==> config.mk <==
export PLATFORM = sky130hd
export DESIGN_NAME = alu_result_rx
export DESIGN_NICKNAME = d
export VERILOG_FILES = /design/src/rtl/alu_result_rx.sv
export SDC_FILE = /design/constraint.sdc
export NUM_CORES = 1
export LEC_CHECK = 0
export CAP_MARGIN = 20
export CELL_PAD_IN_SITES_DETAIL_PLACEMENT = 1
export CELL_PAD_IN_SITES_GLOBAL_PLACEMENT = 2
export CORE_UTILIZATION = 41
export DETAILED_ROUTE_END_ITERATION = 10
export GPL_ROUTABILITY_DRIVEN = 0
export PLACE_DENSITY_LB_ADDON = 0.1
export SETUP_SLACK_MARGIN = 0.15
export SLEW_MARGIN = 25
export SYNTH_ARGS = -nofsm -noshare
export SYNTH_HDL_FRONTEND = slang
export SYNTH_SLANG_ARGS = --single-unit
==> constraint.sdc <==
create_clock -name clk -period 6.1 [get_ports clk]
set_input_delay 1.22 -clock clk [delete_from_list [all_inputs] [get_ports clk]]
set_output_delay 1.22 -clock clk [all_outputs]
set_load 0.1 [all_outputs]
==> src/rtl/alu_result_rx.sv <==
// ALU result receiver: checks parity on incoming result bytes, queues good words in a
// first-word-fall-through FIFO, drops bad words and tracks them with a sticky flag and counter.
module alu_result_rx #(
    parameter int DEPTH       = 4,
    parameter bit HALT_ON_ERR = 1'b0
) (
    input  logic                    clk,
    input  logic                    rst,
    input  logic                    in_valid,
    output logic                    in_ready,
    input  logic [7:0]              alu_in,
    input  logic                    parity_in,
    input  logic [2:0]              sel_in,
    output logic                    out_valid,
    input  logic                    out_ready,
    output logic [7:0]              out_data,
    output logic [2:0]              out_sel,
    input  logic                    clear_err,
    output logic                    par_err,
    output logic [7:0]              err_cnt,
    output logic [$clog2(DEPTH):0]  fifo_count
);

    localparam int AW = $clog2(DEPTH);
    localparam int CW = AW + 1;

    typedef enum logic {
        RUN  = 1'b0,
        HALT = 1'b1
    } state_e;

    state_e          state_q;
    logic            par_err_q;
    logic [7:0]      err_cnt_q;
    logic [AW-1:0]   wr_ptr_q, wr_ptr_d;
    logic [AW-1:0]   rd_ptr_q, rd_ptr_d;
    logic [CW-1:0]   count_q, count_d;
    logic [10:0]     mem_q [DEPTH];
    logic [10:0]     head;

    logic accept;
    logic parity_ok;
    logic push;
    logic pop;
    logic bad_accept;

    // in_ready is gated by rst so nothing can be accepted on an edge where reset is high.
    assign in_ready   = ~rst & (state_q == RUN) & (count_q < CW'(DEPTH));
    assign accept     = in_valid & in_ready;
    assign parity_ok  = ((^alu_in) == parity_in);
    assign push       = accept & parity_ok;
    assign bad_accept = accept & ~parity_ok;
    assign pop        = out_valid & out_ready;

    assign out_valid  = (count_q != '0);
    assign head       = mem_q[rd_ptr_q];
    assign out_data   = out_valid ? head[7:0]  : '0;
    assign out_sel    = out_valid ? head[10:8] : '0;
    assign fifo_count = count_q;
    assign par_err    = par_err_q;
    assign err_cnt    = err_cnt_q;

    always_comb begin
        wr_ptr_d = wr_ptr_q;
        rd_ptr_d = rd_ptr_q;
        count_d  = count_q;
        if (push) begin
            wr_ptr_d = wr_ptr_q + 1'b1;
        end
        if (pop) begin
            rd_ptr_d = rd_ptr_q + 1'b1;
        end
        case ({push, pop})
            2'b10:   count_d = count_q + 1'b1;
            2'b01:   count_d = count_q - 1'b1;
            default: count_d = count_q;
        endcase
    end

    always_ff @(posedge clk or posedge rst) begin
        if (rst) begin
            wr_ptr_q <= '0;
            rd_ptr_q <= '0;
            count_q  <= '0;
        end else begin
            wr_ptr_q <= wr_ptr_d;
            rd_ptr_q <= rd_ptr_d;
            count_q  <= count_d;
        end
    end

    // Storage needs no reset: the pointers and count decide what is visible.
    always_ff @(posedge clk) begin
        if (push) begin
            mem_q[wr_ptr_q] <= {sel_in, alu_in};
        end
    end

    // clear_err takes priority over a simultaneous bad accept.
    always_ff @(posedge clk or posedge rst) begin
        if (rst) begin
            state_q   <= RUN;
            par_err_q <= 1'b0;
            err_cnt_q <= '0;
        end else if (clear_err) begin
            state_q   <= RUN;
            par_err_q <= 1'b0;
            err_cnt_q <= '0;
        end else if (bad_accept) begin
            par_err_q <= 1'b1;
            if (err_cnt_q != '1) begin
                err_cnt_q <= err_cnt_q + 1'b1;
            end
            if (HALT_ON_ERR) begin
                state_q <= HALT;
            end
        end
    end

endmodule
## After elaboration in Yosys (flattened, before gate mapping)

Memory sizes are Yosys's and may differ from the RTL's.
Index checks and enable logic that the tools add are counted.

| word-level totals | value |
|---|---|
| output and inout bits | 25 |
| word-level logic and storage cells | 39 |
| memories | 1 |
| input bits | 17 |
| RAM bits | 44 |
| flip-flop bits (word level) | 16 |

Memories:

| name | words | bits a word | rd ports | clocked after Yosys merged registers in | wr ports | line | source |
|---|---|---|---|---|---|---|---|
| mem_q | 4 | 11 | 1 | 0 | 1 | 38 | `logic [10:0] mem_q [DEPTH];` |

| cells by class | value |
|---|---|
| bitwise gates (word level) | 7 |
| $lt $le $gt $ge | 1 |
| reductions and logical operators | 6 |
| add/subtract/negate cells | 5 |
| multiplexer cells | 10 |
| eq/ne operators | 4 |

Operator list:

| kind | count |
|---|---|
| $mux 8 | 4 |
| $add 8x1->8 const B | 1 |
| $ne 8x8->1 const B | 1 |
| $reduce_xor 8->1 | 1 |
| $pmux 3 s2 | 1 |
| $reduce_bool 2->1 | 3 |
| $and 1x1->1 | 5 |
| $add 2x1->2 const B | 2 |
| $mux 1 | 4 |
| $add 3x1->3 const B | 1 |
| $lt 3x3->1 const B | 1 |
| $mux 3 | 1 |
| $reduce_bool 3->1 | 1 |
| $sub 3x1->3 const B | 1 |
| $eq 2x1->1 const B | 1 |
| $eq 2x2->1 const B | 1 |
| $not 1->1 | 2 |
| $reduce_and 2->1 | 1 |
| $eq 1x1->1 | 1 |

## Logic depth before layout (Yosys ltp)

Gate-level depths: netlist (run 1).

| depth | value |
|---|---|
| depth after elaboration | 6 |
| gate-level depth with buffers | 11 |
| depth with buffers taken out | 11 |

## Worst setup path before layout (run 1)

No wires, ideal clock.

| timing path | value |
|---|---|
| kind | reg2out |
| from | register count_q[2], in the netlist fifo_count[2] |
| to | output out_data[0] |
| data required time | 4.880 ns |
| stages on the path, launching flop included | 4 |
| path slack | 1.823 ns |
| path buffers | 1 |
| arrival time | 3.057 ns |
| cell sequence | dfrtp_1 or3_1 clkbuf_1 and2_1 |

| between the ends | value |
|---|---|
| word-level cells in the longest chain between the ends | 2 |

Ends and longest elaborated chain:

| element | line | source |
|---|---|---|
| from (decl) | 37 | `logic [CW-1:0] count_q, count_d;` |
| from (signal assigned) | 88 | `count_q <= count_d;` |
| $reduce_bool 3->1 | 55 | `assign out_valid = (count_q != '0);` |
| net out_valid | 14 | `output logic out_valid,` |
| $mux 8 | 57 | `assign out_data = out_valid ? head[7:0] : '0;` |
| to (decl) | 16 | `output logic [7:0] out_data,` |

The timed path passes the listed nets, and every way through them passes these cells.

## Final worst setup path (run 1)

| timing path | value |
|---|---|
| from | input alu_in[5] |
| to | register count_q[2], in the netlist fifo_count[2] |

| between the ends | value |
|---|---|
| word-level cells in the longest chain between the ends | 5 |
| elaborated cells between the ends (all ways) | 7 |
| classes of those cells | eq/ne: 3; mux: 1; bitwise: 1; reduce/logical: 2 |

Ends and longest elaborated chain:

| element | line | source |
|---|---|---|
| from (decl) | 11 | `input logic [7:0] alu_in,` |
| $reduce_xor 8->1 * | 50 | `assign parity_ok = ((^alu_in) == parity_in);` |
| $eq 1x1->1 * | 50 |  |
| $and 1x1->1 * | 51 | `assign push = accept & parity_ok;` |
| $eq 2x1->1 / $eq 2x2->1 (equally long branches) | 73 | `case ({push, pop})` |
| $pmux 3 s2 / $reduce_bool 2->1 (equally long branches) | -- |  |

Every way passes the cells marked *; elsewhere a longest branch is shown, timed or not.
A chain may end at the register's enable or synchronous reset.

==> results of run 1 <==
==> power breakdown <==
part           internal (uW)  switching, uW  total (uW)
combinational            257            631         888
sequential               480           65.7         546
clock                    274            172         446
total                   1010            869        1880
==> cells in the mapped netlist, drive strengths merged (2+ instances only) <==
library cell  count  share of area [%]
xor2              5                1.6
dfrtp            16                 15
o31ai             2               0.56
inv              10                1.4
a21o              2               0.56
o211ai            2               0.56
nand3             6                1.1
mux2i             3                1.6
or3               3               0.70
o21ai             2               0.37
nand2             4               0.56
and2             13                3.0
mux4             11                9.2
ha                6                2.8
buf               4               0.65
nand4             2               0.47
and3              6                1.4
a21oi             5               0.93
edfxtp           44                 49
xnor2             6                2.0
or4               2               0.56
nor2              6               0.84
==> metrics by stage <==
stage	hold WS, ns	util [%]
3_3_place_gp	0.498	50.0
4_1_cts	0.526	53.9
2_1_floorplan	0.580	-
6_report	0.524	53.9
3_5_place_dp	0.505	50.0
5_1_grt	0.549	53.9
==> registers in the layout (all words and copies together), names as in the netlist <==
signal      cells
fifo_count      3
rd_ptr_q        2
mem_q          44
par_err         1
wr_ptr_q        2
err_cnt         8
==> cell type report <==
type	count	area, um^2
clock buffer	9	124
clock inverter	7	124
fill	614	2930
inverter	10	37.5
multi-input combinational	97	907
sequential	60	1720
tap	77	96.3
timing repair buffer	41	410
==> worst paths after layout <==
path / slack (ns) / end
worst max-delay path: 1.91 / fifo_count[2]$_DFFE_PP0P_
worst min-delay path: 0.52 / fifo_count[0]$_DFFE_PP0P_
worst max register to register: 3.67 / fifo_count[2]$_DFFE_PP0P_
worst min register to register: 0.52 / fifo_count[0]$_DFFE_PP0P_
max in group asynchronous: 4.33 / err_cnt[2]$_DFFE_PP0P_
min in group asynchronous: 1.35 / err_cnt[1]$_DFFE_PP0P_
==> metal layers <==
metal,share of wire (%),up-vias
met2,53,35
met1,42,813
li1,-,741
met3,2.8,9
met5,0,-
met4,2.0,0
==> cell families after synthesis <==
family / share of synthesized area (%)
AND/OR/NAND/NOR: 10.1
multiplexers: 10.8
AO/OA/AOI/OAI: 3.96
flip-flops: 64.1
XOR/XNOR: 5.40
adder cells (fa/ha/maj): 3.54
buffers and inverters: 2.19
==> critical path: stages <==
cell and delay [ns]:
clkdlybuf4s50_1 0.57, xor2_1 0.17, xnor3_2 0.48, xor2_1 0.77, and2_1 0.28, inv_1 0.06, ha_1 0.23, inv_1 0.08
fa_1 0.18, xor2_1 0.17, nor2_1 0.07, xor2_1 0.14
==> reports/results.txt, run 1 <==
status: finished, final reports clean
port bufs: 41
Pre-antenna DRT Iters: 4
nets: 243
vias: 1,598
die width: 83.0 um
RSZ-0062 raised after global routing: no
Worst VDD drop: 0.442 mV
min Tclk post-route: 4.19 ns
final WL: 5600 um
drt drc: 0
clock root buffer: clkbuf_8
clock sink count: 60
clock buffer count from CTS: 9
top fanout value on the critical path: 15
worst slew pin tran: 0.980 ns
Initial Util: 42.3%
Total Routing Usage GR: 18.2%
hold wc startpoint: fifo_count[0]$_DFFE_PP0P_
Area after DPL: 0.00317 mm^2
pwr/cell area: 550 mW/mm^2
Layout Cells excl Fill: 301
min-delay worst type: reg2reg
dpl cells: 285
maximum clock insertion buffer count: 2
Post-synth EDFFs: 44
post-route worst setup slack: 1.91 ns
number of I/O pins: 42
CP arrival: 4.42 ns
hold-critical path depth: 1
Vias/cell: 5.31
leading cell types in the layout, fill and taps excluded: 44 x edfxtp_1, 41 x clkdlybuf4s50_1, 16 x dfrtp_1
flops & latches, synth: 60
fmax: 238 MHz
global routing's busiest layer: met2
Worst setup EP type: register
met3 usage: 3.68%
static leakage power: 0.00123 uW
synthesized area: 0.00269 mm^2
post-route total power: 1880 uW
Most used DFF post-synth: edfxtp_1
Pins Over Slew Limit: 0
fin crit share: 68.7%
Max-slew headroom: 34.5%
Worst R2R Start: fifo_count[2]$_DFFE_PP0P_
antenna violations before repair: 0
final hold violation count: 0
fraction of layout cells with a size suffix above 1: 13.8%
crit start category: input port
Clock Latency Late Sink: 0.34 ns
Layout area overhead: 27.3%
WL per Instance: 18.6 um
dpl hpwl: 3900 um
sequential element share of the synthesized area: 64.1%
pre-CTS setup slack: 1.53 ns
critical path class: in2reg
YS warnings: 0
FFs w/ async S/R, synth: 26.7%
Syn Area/Cell: 15.6 um^2
largest net degree at the start of global routing: 17
Worst Setup SP: alu_in[5]
ANT cells: 0
met2 GRT Util: 31.2%
met1 GRT Util: 21.6%
vias in the first global route: 1,774
syn_nets: 196
# rows: 29
Post-Synthesis Cells: 172
CTS clk-pin slew, worst paths: 0.07 ns
Worst Path Required: 6.32 ns
# resized after CTS: 0
drt initial violations: 63
TNS Setup: 0 ns
MaxCap Viol Count: 0
most common cell after layout, fill and taps aside: edfxtp_1
worst-case clock skew: 0.00614 ns
H-Tree Depth: 3
CTS tree: done
Reg2Reg Depth: 9
post-route cell area: 0.00342 mm^2
Setup violations, final: 0
setup bufs post-CTS: 0
post-synth cell types: 36
hold_buf cts: 0
gr ovfl total: 0
Std-Cell Core Area: 0.00635 mm^2
antenna-violating nets left: 0
first-pass GRT wire length: 9260 um
Die Y: 83.0 um
DIE AREA: 0.00688 mm^2
Power figures use the tool's default switching activity.
==> inputs of run 2 (changes only) <==
--- a/config.mk
+++ b/config.mk
@@ -8,7 +8,7 @@
 export CAP_MARGIN = 20
 export CELL_PAD_IN_SITES_DETAIL_PLACEMENT = 1
 export CELL_PAD_IN_SITES_GLOBAL_PLACEMENT = 2
-export CORE_UTILIZATION = 41
+export CORE_UTILIZATION = 34
 export DETAILED_ROUTE_END_ITERATION = 10
 export GPL_ROUTABILITY_DRIVEN = 0
 export PLACE_DENSITY_LB_ADDON = 0.1
==> constraint.sdc (replaced) <==
create_clock -name clk -period 3.45 [get_ports clk]
set_input_delay 0.69 -clock clk [delete_from_list [all_inputs] [get_ports clk]]
set_output_delay 0.69 -clock clk [all_outputs]
set_load 0.1 [all_outputs]
==> run 2 against run 1 <==
Clock skew up 0.0013 ns. Routed wire length grew 0.70%. Largest power group unchanged. Utilization decreased by 9.0 points. Combinational power up 76%. Clock power grew 67%.
==> reports/results.txt, run 2 (synthesis gave the netlist of run 1 again) <==
vias in the first global route: 1,808 (+1.9%)
CP arrival: 3.31 ns (-1.11 ns)
clock buffer count from CTS: 9 (unchanged)
critical path class: in2reg
fraction of layout cells with a size suffix above 1: 27.0% (+13 points)
static leakage power: 0.00131 uW (+6.5%)
hold_buf cts: 0 (unchanged)
Initial Util: 35.0% (-7.4 points)
maximum clock insertion buffer count: 2 (unchanged)
TNS Setup: 0 ns (unchanged)
top fanout value on the critical path: 3 (-12)
Worst Hold Path EP: par_err$_DFFE_PP0P_
status: finished, final reports clean
die width: 90.9 um (+9.6%)
drt drc: 0 (unchanged)
hold-critical path depth: 1 (unchanged)
most common cell after layout, fill and taps aside: edfxtp_1
number of I/O pins: 42 (unchanged)
Worst path most repeated cell: xor2_1
DIE AREA: 0.00826 mm^2 (+20%)
antenna violations before repair: 0 (unchanged)
fill count: 807 (+31%)
final hold violation count: 0 (unchanged)
crit start category: input port
Reg area: 0.00172 mm^2 (unchanged)
min Tclk post-route: 3.04 ns
worst-case clock skew: 0.00745 ns (+0.00131 ns)
Biggest register: mem_q
fin crit share: 88.2%
Reg2Reg Depth: 8 (-1)
clock root buffer: clkbuf_8
Worst R2R Start: fifo_count[2]$_DFFE_PP0P_
dpl hpwl: 3890 um (-0.36%)
Worst VDD drop: 0.399 mV (-9.9%)
largest net degree at the start of global routing: 17 (unchanged)
CP max stage cell: clkdlybuf4s50_1
Std-Cell Core Area: 0.00769 mm^2 (+21%)
worst slew pin tran: 0.972 ns (-0.00734 ns)
port bufs: 41 (unchanged)
vias: 1,620 (+1.4%)
ANT cells: 0 (unchanged)
gr ovfl total: 0 (unchanged)
Reg2Reg Capture Point: fifo_count[2]$_DFFE_PP0P_
Worst Path Required: 3.72 ns (-2.60 ns)
antenna-violating nets left: 0 (unchanged)
Pre-antenna DRT Iters: 4 (unchanged)
pwr/cell area: 950 mW/mm^2 (+73%)
fmax: 329 MHz
Max-slew headroom: 35.0% (+0.49 points)
# rows: 32 (+10%)
Setup violations, final: 0 (unchanged)
min-delay worst type: reg2reg
CTS clk-pin slew, worst paths: 0.07 ns (about the same)
leading cell types in the layout, fill and taps excluded: 44 x edfxtp_1, 34 x buf_4, 17 x clkdlybuf4s50_1
clock sink count: 60 (unchanged)
Clock Latency Late Sink: 0.34 ns (about the same)
CTS tree: done
RSZ-0062 raised after global routing: no
setup bufs post-CTS: 0 (unchanged)
Util after Layout: 44.8% (-9.0 points)
Vias/cell: 4.84 (-8.9%)
slowest stage delay, CP: 0.49 ns (-0.28 ns)
# resized after CTS: 0 (unchanged)
first-pass GRT wire length: 9320 um (+0.67%)
worst-path cell chain: clkdlybuf4s50_1, xor2_1, xnor3_2, xor2_1, and2_1, inv_1, ha_1, inv_1, fa_1, xor2_1, nor2_1, xor2_1
nets: 253 (+4.1%)
drt initial violations: 17 (-73%)
Largest register FFs: 44 (unchanged)
Multi-input gate area: 907 um^2 (unchanged)
Layout area overhead: 28.3%
Pins Over Slew Limit: 0 (unchanged)
Die Y: 90.9 um (+9.6%)
Worst R2R Setup Slack: 1.18 ns (-2.49 ns)
MaxCap Viol Count: 0 (unchanged)
Total Routing Usage GR: 15.4% (-2.8 points)
final WL: 5640 um (+0.70%)
WL per Instance: 16.8 um (-9.5%)
hold wc startpoint: par_err$_DFFE_PP0P_
H-Tree Depth: 3 (unchanged)
Worst setup EP type: register
==> run 2: cell types whose count changed in the layout (fill, tap and decap cells not counted) <==
cell	before	now
buf_4	0	34
clkinv_1	0	1
clkinv_2	0	2
clkinvlp_4	1	0
inv_6	1	0
clkdlybuf4s50_1	41	17
clkinv_4	2	0
==> run 2: final cells by class <==
type | count | share of cell area [%]
Timing Repair Buffer | 51 | 12.3
Sequential cell | 60 | 49.9
Inverter | 10 | 1.09
Clock inverter | 6 | 3.01
Multi-Input combinational cell | 97 | 26.3
Clock buffer | 9 | 3.59
Tap cell | 102 | 3.70
==> run 2: critical path: cells and delay by family <==
kind / cells / cell delay, ns
fa+ha+maj: 2 / 0.57
xor+xnor: 5 / 1.12
buf+inv: 3 / 0.63
simple gates: 2 / 0.30
==> run 2: layer usage <==
| metal | vias up | track usage, % | routed length [um] |
|---|---|---|---|
| met5 | - | 0 | 0 |
| met4 | 0 | 7.54 | 96 |
| met1 | 824 | 18.1 | 2380 |
| li1 | 754 | - | - |
| met2 | 33 | 25.9 | 2960 |
| met3 | 9 | 4.04 | 195 |
==> run 2: report_power, final <==
part	internal [uW]	leakage (uW)	switching, uW
Clock	471	0.000116	276
Combinational	443	0.000589	1120
Sequential	849	0.000604	116
==> run 2: worst max path at each step <==
stage	startpoint	to	cells past startpoint
5_1_grt	alu_in[6]	fifo_count[2]$_DFFE_PP0P_	12
3_3_place_gp	alu_in[5]	fifo_count[2]$_DFFE_PP0P_	12
4_1_cts	alu_in[5]	fifo_count[2]$_DFFE_PP0P_	12
3_5_place_dp	alu_in[5]	fifo_count[2]$_DFFE_PP0P_	12
6_report	alu_in[5]	fifo_count[2]$_DFFE_PP0P_	12
2_1_floorplan	fifo_count[2]$_DFFE_PP0P_	out_data[0]	3
==> run 2: stage by stage <==
step / cell area, um^2 / total power (uW) / setup WS, ns / cells / hold slack [ns]
floorplan: 2690 / 2210 / 0.201 / 172 / 0.580
global placement: 3220 / 2540 / 0.0823 / 320 / 0.494
detailed placement: 3220 / 2570 / 0.0324 / 320 / 0.502
CTS: 3450 / 3320 / 0.392 / 335 / 0.523
global route: 3450 / 3420 / 0.286 / 335 / 0.551
finish: 3450 / 3280 / 0.408 / 335 / 0.515
==> inputs of run 3 (changes only) <==
--- a/config.mk
+++ b/config.mk
@@ -13,6 +13,7 @@
 export GPL_ROUTABILITY_DRIVEN = 0
 export PLACE_DENSITY_LB_ADDON = 0.1
 export SETUP_SLACK_MARGIN = 0.15
+export SKIP_CTS_REPAIR_TIMING = 1
 export SLEW_MARGIN = 25
 export SYNTH_ARGS = -nofsm -noshare
 export SYNTH_HDL_FRONTEND = slang
==> results of run 3 <==
Same layout as run 2: the final DEF is identical, and so are final timing and power.
==> RTL edit (settings of run 3) <==
`DEPTH`: 4 -> 2.
--- a/src/rtl/alu_result_rx.sv
+++ b/src/rtl/alu_result_rx.sv
@@ -1,7 +1,7 @@
 // ALU result receiver: checks parity on incoming result bytes, queues good words in a
 // first-word-fall-through FIFO, drops bad words and tracks them with a sticky flag and counter.
 module alu_result_rx #(
-    parameter int DEPTH       = 4,
+    parameter int DEPTH       = 2,
     parameter bit HALT_ON_ERR = 1'b0
 ) (
     input  logic                    clk,
Interface: changed (resized fifo_count); port bits go from 42 to 41. No check against the original RTL was run, so the function may have changed too.
==> RTL edit against run 3 <==
The flow now finishes with violations (DRC); wire length down 36%; fmax is 13% higher; total power decreased by 41%; worst setup slack gained 0.34 ns; combinational power fell by 29%; area after synthesis fell by 40%; utilization increased by 2.1 points; via count down 28%; design area is 39% lower; highest routed layer unchanged; sequential cell count shrank 25.
==> RTL edit: results (changes against run 3) <==
- Synth top cells by count: edfxtp_1 (22), nor2_1 (21), dfrtp_1 (13), mux2i_1 (11), xnor2_1 (8)
- CP Data Arrival Time: 2.62 ns (-0.69 ns)
- HP Class: reg -> reg
- Max reg flops: 22 (-50%)
- Average size of a mapped cell: 12.3 um2 (-21%)
- # port buffers: 40 (-2.4%)
- Clock skew: 0.00361 ns (-0.00384 ns)
- Final #Nets: 193 (-24%)
- Reg2Reg Depth: 6 (-2)
- Clk pin slew, worst setup/hold paths: roughly 0.060 ns
- Placed Instances: 219 (-32%)
- Outcome: finished with violations
- Post-Place Worst Slack: 0.433 ns (+0.401 ns)
- H-tree depth: 2 (-1)
- Initial antenna violation count: 0 (unchanged)
- Leakage power: 0.000826 uW (-37%)
- Post-synth EDFFs: 22 (-50%)
- RR Startpoint: fifo_count[0]$_DFFE_PP0P_
- RR Endpoint: fifo_count[1]$_DFFE_PP0P_
- DR WL/cell: 15.9 um (-5.4%)
- Root Driver: clkbuf_8
- First-pass GRT wire length: 5.99 mm (-36%)
- Layout fillers: 492 (-39%)
- Pre-antenna DRT Iters: 7 (+3)
- Drt first-iter violations: 50 (+33)
- Clk Latency, worst-skew pair: 0.28 ns (-0.06 ns)
- Dpl hpwl: 2.64 mm (-32%)
- Ys async rst share: 37.1% (+10 points)
- Measured slew at the worst slew-check pin: 0.869 ns (-0.104 ns)
- Pin count of the biggest net entering global routing: 14 (-3)
- DP Area: 2010 um2 (-38%)
- Reg-to-reg slack, setup: 1.44 ns (+0.26 ns)
- Largest cells by area after synthesis: edfxtp_1 (41%), dfrtp_1 (20%), mux2i_1 (6.9%)
- Syn_nets: 149 (-24%)
- Total Wirelength: 3.61 mm (-36%)
- Failing checks: DRC
- Hold wc startpoint: wr_ptr_q$_DFFE_PP0P_
- Netlist cell types: 30 (-17%)
- Drt drc: 6 (+6)
- Total Routing Usage GR: 16.0% (+0.65 points)
- Cell Int Power: 883 uW (-50%)
- CTS buffer count: 5 (-4)
- DR vias: 1170 (-28%)
- Largest fanout on the critical path: 11 (+8)
- Hold path endpoint: wr_ptr_q$_DFFE_PP0P_
- Maximum vdd drop: 0.374 mV (-6.1%)
- Seq/Total Area, Yosys: 61.5% (-2.5 points)
- Layout cells sized above 1: 19.4% (-7.6 points)
-- RTL edit: cells by family after synthesis --
kind of cell | share of synthesized area (%)
simple gates | 12.0
buf+inv | 2.19
compound gates | 7.18
mux | 7.57
flops | 61.5
xor+xnor | 7.96
fa+ha+maj | 1.56
-- RTL edit: worst max-delay path, stage by stage --
cell	delay, ns
clkdlybuf4s50_1	0.52
xor2_1	0.16
xnor3_1	0.45
xor2_1	0.27
and3_1	0.53
-- RTL edit: layout make-up --
type | instances | area [um2] | share of cell area, %
inverter | 4 | 15.0 | 0.719
sequential | 35 | 986 | 47.2
clock inverter | 1 | 5.00 | 0.240
clock buffer | 7 | 76.3 | 3.66
multi-input combinational | 86 | 584 | 28.0
timing repair buffer | 42 | 355 | 17.0
tap | 52 | 65.1 | 3.12
-- RTL edit: stage by stage --
step | total power [uW] | hold slack, ns
6_report | 1940 | 0.495
5_1_grt | 2030 | 0.532
4_1_cts | 1970 | 0.500
3_5_place_dp | 1680 | 0.484
3_3_place_gp | 1660 | 0.479
2_1_floorplan | 1440 | 0.460
-- RTL edit: worst max path at each step --
stage                                         start                endpoint  slack (ns)  depth (start not counted)
after floorplan           fifo_count[0]$_DFFE_PP0P_             out_data[0]        0.08                          3
after global placement                    alu_in[5]   mem_q[1][8]$_DFFE_PP_        0.53                          5
after detailed placement                  alu_in[2]   mem_q[1][9]$_DFFE_PP_        0.43                          5
after CTS                                 alu_in[2]   mem_q[1][4]$_DFFE_PP_        0.71                          5
after global routing                      alu_in[2]  mem_q[1][10]$_DFFE_PP_        0.59                          5
final                                     alu_in[5]  mem_q[1][10]$_DFFE_PP_        0.75                          5
-- RTL edit: layer usage --
layer / up-vias / global-route usage (%) / routed length [um]
li1: 558 / - / -
met1: 576 / 18.2 / 1510
met2: 31 / 27.9 / 1890
met3: 5 / 5.27 / 169
met4: 0 / 6.44 / 51
met5: - / 0 / 0
-- RTL edit: power groups by stage --
stage | logic, uW | clock network, uW | registers [uW]
floorplan | 792 | 0 | 649
global placement | 1090 | 0 | 569
detailed placement | 1100 | 0 | 573
CTS | 1110 | 295 | 567
global route | 1140 | 312 | 573
finish | 1100 | 281 | 563
